File: src/rtl/panda_rf_write_queue.sv
// rtl/panda_rf_write_queue.sv - in-order register-file writeback queue with operand forwarding
//
// Purpose: buffers LSU/ALU writebacks in a small FIFO, drains the head to the
// register-file write port whenever the port is free, and lets decode look up
// pending (not yet written) values by register address.
//
// Ports:
//   clk_i, rst_i                         clock, synchronous active-high reset
//   lsu_valid_i/addr_i/data_i, lsu_ready_o   load-unit writeback request (priority)
//   alu_valid_i/addr_i/data_i, alu_ready_o   ALU writeback request
//   rf_stall_i                           register-file write port busy
//   rd_addr_o/rd_data_o/rd_we_o          register-file write port (FIFO head)
//   rs1_addr_i, rs2_addr_i               decode read addresses
//   rs1_fwd_valid_o/data_o, rs2_fwd_*    youngest pending value per read port
//   count_o                              occupied entries
module panda_rf_write_queue #(
    parameter int Width  = 32,
    parameter int Depth  = 32,
    parameter int QDepth = 4,
    localparam int AW    = $clog2(Depth),
    localparam int QAW   = $clog2(QDepth),
    localparam int CW    = QAW + 1
) (
    input  logic             clk_i,
    input  logic             rst_i,
    input  logic             lsu_valid_i,
    input  logic [AW-1:0]    lsu_addr_i,
    input  logic [Width-1:0] lsu_data_i,
    output logic             lsu_ready_o,
    input  logic             alu_valid_i,
    input  logic [AW-1:0]    alu_addr_i,
    input  logic [Width-1:0] alu_data_i,
    output logic             alu_ready_o,
    input  logic             rf_stall_i,
    output logic [AW-1:0]    rd_addr_o,
    output logic [Width-1:0] rd_data_o,
    output logic             rd_we_o,
    input  logic [AW-1:0]    rs1_addr_i,
    input  logic [AW-1:0]    rs2_addr_i,
    output logic             rs1_fwd_valid_o,
    output logic [Width-1:0] rs1_fwd_data_o,
    output logic             rs2_fwd_valid_o,
    output logic [Width-1:0] rs2_fwd_data_o,
    output logic [CW-1:0]    count_o
);

    logic [AW-1:0]    addr_q [QDepth];
    logic [Width-1:0] data_q [QDepth];
    logic [QAW-1:0]   wr_ptr;
    logic [QAW-1:0]   rd_ptr;
    logic [CW-1:0]    count;

    logic             empty;
    logic             pop;
    logic             space;
    logic             lsu_take;
    logic             alu_take;
    logic             push;
    logic [AW-1:0]    push_addr;
    logic [Width-1:0] push_data;

    assign empty = (count == '0);
    // A write presented while reset is asserted would escape the flush, so the
    // port is held off during reset.
    assign pop   = !empty && !rf_stall_i && !rst_i;

    assign rd_we_o   = pop;
    assign rd_addr_o = empty ? '0 : addr_q[rd_ptr];
    assign rd_data_o = empty ? '0 : data_q[rd_ptr];
    assign count_o   = count;

    // A full queue still accepts when the head leaves on the same edge.
    assign space       = (count < CW'(QDepth)) || pop;
    assign lsu_ready_o = space;
    assign alu_ready_o = space && !lsu_valid_i;

    assign lsu_take  = lsu_valid_i && space;
    assign alu_take  = alu_valid_i && alu_ready_o;
    assign push_addr = lsu_valid_i ? lsu_addr_i : alu_addr_i;
    assign push_data = lsu_valid_i ? lsu_data_i : alu_data_i;
    // Writes to register 0 are accepted but dropped here.
    assign push      = (lsu_take || alu_take) && (push_addr != '0);

    always_ff @(posedge clk_i) begin
        if (rst_i) begin
            wr_ptr <= '0;
            rd_ptr <= '0;
            count  <= '0;
        end else begin
            if (push) begin
                wr_ptr <= wr_ptr + 1'b1;
            end
            if (pop) begin
                rd_ptr <= rd_ptr + 1'b1;
            end
            case ({push, pop})
                2'b10:   count <= count + 1'b1;
                2'b01:   count <= count - 1'b1;
                default: count <= count;
            endcase
        end
    end

    // When full with push and pop together, wr_ptr == rd_ptr: the head is
    // read combinationally before this edge overwrites the slot.
    always_ff @(posedge clk_i) begin
        if (push && !rst_i) begin
            addr_q[wr_ptr] <= push_addr;
            data_q[wr_ptr] <= push_data;
        end
    end

    // Walk occupied entries oldest to youngest so the last match wins.
    always_comb begin
        logic [QAW-1:0] idx;
        idx             = '0;
        rs1_fwd_valid_o = 1'b0;
        rs1_fwd_data_o  = '0;
        rs2_fwd_valid_o = 1'b0;
        rs2_fwd_data_o  = '0;
        for (int i = 0; i < QDepth; i++) begin
            idx = rd_ptr + QAW'(i);
            if (CW'(i) < count) begin
                if ((rs1_addr_i != '0) && (addr_q[idx] == rs1_addr_i)) begin
                    rs1_fwd_valid_o = 1'b1;
                    rs1_fwd_data_o  = data_q[idx];
                end
                if ((rs2_addr_i != '0) && (addr_q[idx] == rs2_addr_i)) begin
                    rs2_fwd_valid_o = 1'b1;
                    rs2_fwd_data_o  = data_q[idx];
                end
            end
        end
    end

endmodule

File: config.mk
export PLATFORM = sky130hd
export DESIGN_NAME = panda_rf_write_queue
export DESIGN_NICKNAME = d
export VERILOG_FILES = /design/src/rtl/panda_rf_write_queue.sv
export SDC_FILE = /design/constraint.sdc
export NUM_CORES = 1
export LEC_CHECK = 0
export BUFFER_PORTS_ARGS = -buffer_cell sky130_fd_sc_hd__buf_4
export CORE_MARGIN = 3
export CORE_UTILIZATION = 54
export CTS_CLUSTER_SIZE = 28
export DETAILED_ROUTE_END_ITERATION = 16
export PLACE_DENSITY = 0.86
export SYNTH_ARGS = -nofsm -noshare
export SYNTH_HDL_FRONTEND = slang
export SYNTH_SLANG_ARGS = --single-unit
File: constraint.sdc
create_clock -name clk_i -period 2.9 [get_ports clk_i]
set_input_delay 0 -clock clk_i [delete_from_list [all_inputs] [get_ports clk_i]]
set_output_delay 0 -clock clk_i [all_outputs]
set_load 0.02 [all_outputs]
==> impl_metrics.tcl <==
set metrics [dict create \
    drt-total-wl_mm 53.71 \
    cellLeakagePower_uw 0.005914 \
    tritoncts "built" \
    p_int_uw 6647 \
    synth_edf_count 148 \
    ys_async_sr_fraction 0 \
    critPathCaptureType "output port" \
    synth_top_area_cell "edfxtp_1" \
    synthToLayoutAreaGrowth_pct 48.81 \
    ys_seq_elements 157 \
    finalNetCount 1320 \
    finalNonFillerCells 1510 \
    clk_latency_ps 450 \
    hold_path.class "in2reg" \
    synth-xor-area-share 0.03140 \
    seqPwrFrac 0.261 \
    die_y_um 153.3 \
    min_from "alu_valid_i" \
    switching_share 0.4192 \
    synth_top_family_by_area "multiplexers" \
    holdPathStages 6 \
    grt_pass1_wl_mm 70.90 \
    coreArea_sq_um 21150 \
    netlist_area_sq_um 11710 \
    synthCells 908 \
    drt_pass1_iterations 6 \
    r2r_slack_ps 190 \
    grt.total_usage 0.3926 \
    mostFrequentLayoutCells "234 x buf_4, 148 x edfxtp_1, 142 x mux4_2" \
    worst_ep_required_time_ps 2900 \
    layout_commonest_cell "buf_4" \
    clock_sinks 157 \
    finalHoldViolCount 0 \
    switchingPower_uw 4797 \
    numCtsBuffers 17 \
    drt_iter0_markers 2129 \
    synth_ff_type "edfxtp_1" \
    grt_max_degree 67 \
    fin_ws_ps -627.6 \
    critPathMaxFanout 7 \
    synth_compound_area_frac 0.1002 \
    port_buffers 197 \
    cts_buffer_depth 2 \
    diodes 0 \
    place.detailed.hpwl_mm 23.81 \
    synth_mux_area_frac 0.3183 \
    clock.fmax_mhz 283.5 \
    top_level_ports 198 \
    failed_checks "setup timing" \
    pwr-share-clk 0.193 \
    finalCriticalPeriod_ps 3528 \
    powerDensity_nw_per_um2 656.5 \
    num_rows 53 \
    setup_viol 66 \
    ant_nets 0 \
    fillers 901 \
    hold_path_end "wr_ptr[1]" \
    synth.avg_cell_area_sq_um 12.90 \
    synth.top_cells.by_area "edfxtp_1 38%, mux4_2 27%, mux2_2 3.8%" \
    synth.yosys.warnings 0 \
    drt-wirelength-per-cell_um 35.57 \
    combinationalPowerShare 0.546 \
    skew_ps 15.09 \
    vdd_drop_max_v 0.0005646 \
    start_util 0.5538 \
    status "finished, violations left" \
    synthAdderAreaFrac 0.009612 \
    final_max_slew_viol_count 0 \
    avgViaCountPerCell 8.001 \
    clk_pin_slew_ps 80 \
    grt_pass1_vias 11650 \
    synth_seq_area_share 0.3947 \
    synth-simple-area-share 0.1045 \
    max-slew-margin-rel 0.1388 \
    grt_overflow 0 \
    cts-root-buf "clkbuf_16" \
    start_kind "flop" \
    fp.dieW_um 153.3 \
    synth_nets 1006 \
    die_area_sq_um 23500 \
    multi_input_area_sq_um 8095 \
    reg2reg_from "count_o[0]" \
    layout_worst_path_cycle_share 1.216 \
    rsz0062_at_grt "true" \
    antenna_found_initial 1 \
    ys_types 48 \
    final-seq-area_sq_um 4637 \
    num_vias 12080 \
    worst_ep_arrival_time_ps 3530 \
    critPathKind "reg2out" \
    r2r_cells 8 \
    place.gp.congestion 0.9409 \
    drv_cap 0 \
    worst_pin_slew_ps 1292 \
    htree_levels 4 \
    post-route-util 0.8241 \
    drive_gt1_frac 0.6097 \
    drc_errors 0 \
    yosysTopAreaCellShare 0.3794 \
    dpl.cell_count 1334 \
]
-- worst max-delay path by stage --
stage	startpoint	end	slack (ps)	depth (start not counted)
3_3_place_gp	rd_ptr[0]	rs1_fwd_data_o[7]	100	8
4_1_cts	flop	rs1_fwd_data_o[17]	-240	10
5_1_grt	rd_ptr[0]	rs2_fwd_data_o[29]	-640	11
6_report	rd_ptr[0]	rs2_fwd_data_o[29]	-630	11
3_5_place_dp	rd_ptr[0]	rs1_fwd_data_o[7]	3	8
2_1_floorplan	flop	rs1_fwd_data_o[10]	200	8
-- critical path: stages (launching register included) --
cell and delay, ps:
dfxtp_4 430, buf_6 160, buf_6 100, mux4_2 550, xnor2_2 230, and4_4 270
a211oi_4 70, buf_6 170, buf_4 170, a221oi_2 520, o21ai_2 220, buf_6 180
-- metal layers --
layer	up-vias	track usage	routed length (um)
li1	4351	-	-
met5	-	0	24
met1	5766	0.4804	16380
met3	452	0.1195	8593
met4	2	0.2308	4731
met2	1510	0.6196	23980
-- cell usage after synthesis (2+ instances only) --
library cell	count
buf_6	6
nor4_1	2
a211oi_1	32
a211o_1	2
xnor2_1	38
nor2b_1	39
mux2i_1	8
o2bb2ai_1	2
mux2_2	40
ha_1	9
nor2_1	49
or3_1	5
a31oi_1	31
clkbuf_1	58
o21ai_0	45
nand2_1	34
nand4_1	7
xor2_1	4
mux4_2	142
o21ai_1	22
edfxtp_1	148
a221oi_1	31
a21oi_1	10
inv_1	7
nor3_1	38
or4_1	2
nor3b_1	31
or4b_1	2
buf_1	8
and2_1	4
dfxtp_1	9
buf_2	27
-- what timing repair did --
action,in CTS,in global routing
setup buffers,44,14
setup endpoints to repair,66,66
hold endpoints to repair,157,0
pin swaps,68,51
resized for setup,222,165
hold buffers,77,0
gates cloned,11,3
-- sequential cells by signal, indices dropped and copies added (netlist names), named ones only --
name and cells:
addr_q 20, data_q 128, count_o 3, rd_ptr 2, wr_ptr 2
-- cell type report --
| class | instances | share of cell area |
|---|---|---|
| Timing Repair Buffer | 393 | 0.2167 |
| Sequential cell | 157 | 0.2660 |
| Tap cell | 275 | 0.01974 |
| Inverter | 7 | 0.001507 |
| Clock buffer | 19 | 0.02483 |
| Clock inverter | 13 | 0.006890 |
| Multi-Input combinational cell | 646 | 0.4644 |
-- kinds of logic (layout without fill, tap and decap cells) --
family	after synthesis	count (layout)
adder cells (fa/ha/maj)	9	9
XOR/XNOR	42	42
flip-flops	157	157
AO/OA/AOI/OAI	180	180
multiplexers	190	190
AND/OR/NAND/NOR	223	225
buffers and inverters	107	432
-- through the flow --
| stage | setup TNS [ps] | setup WS (ps) | instance area (sq um) | total power, uW | hold slack [ps] |
|---|---|---|---|---|---|
| final | -25990 | -627.6 | 17430 | 11440 | 231.9 |
| after global routing | -28070 | -639.5 | 17430 | 11680 | 247.3 |
| after CTS | -10290 | -240.3 | 16580 | 10510 | 148.0 |
| after detailed placement | 0 | 2.868 | 13640 | 7793 | 254.5 |
| after global placement | 0 | 95.99 | 13640 | 7701 | 259.2 |
| after floorplan | 0 | 195.6 | 11720 | 6187 | 99.74 |
-- power by group through the flow --
stage               Clock, uW  Sequential (uW)  Combinational (uW)
CTS                      2110             2940                5470
floorplan                   0             2930                3260
global route             2260             3010                6410
detailed placement          0             3010                4780
global placement            0             2980                4720
finish                   2210             2990                6240
Power figures use the tool's default switching activity.
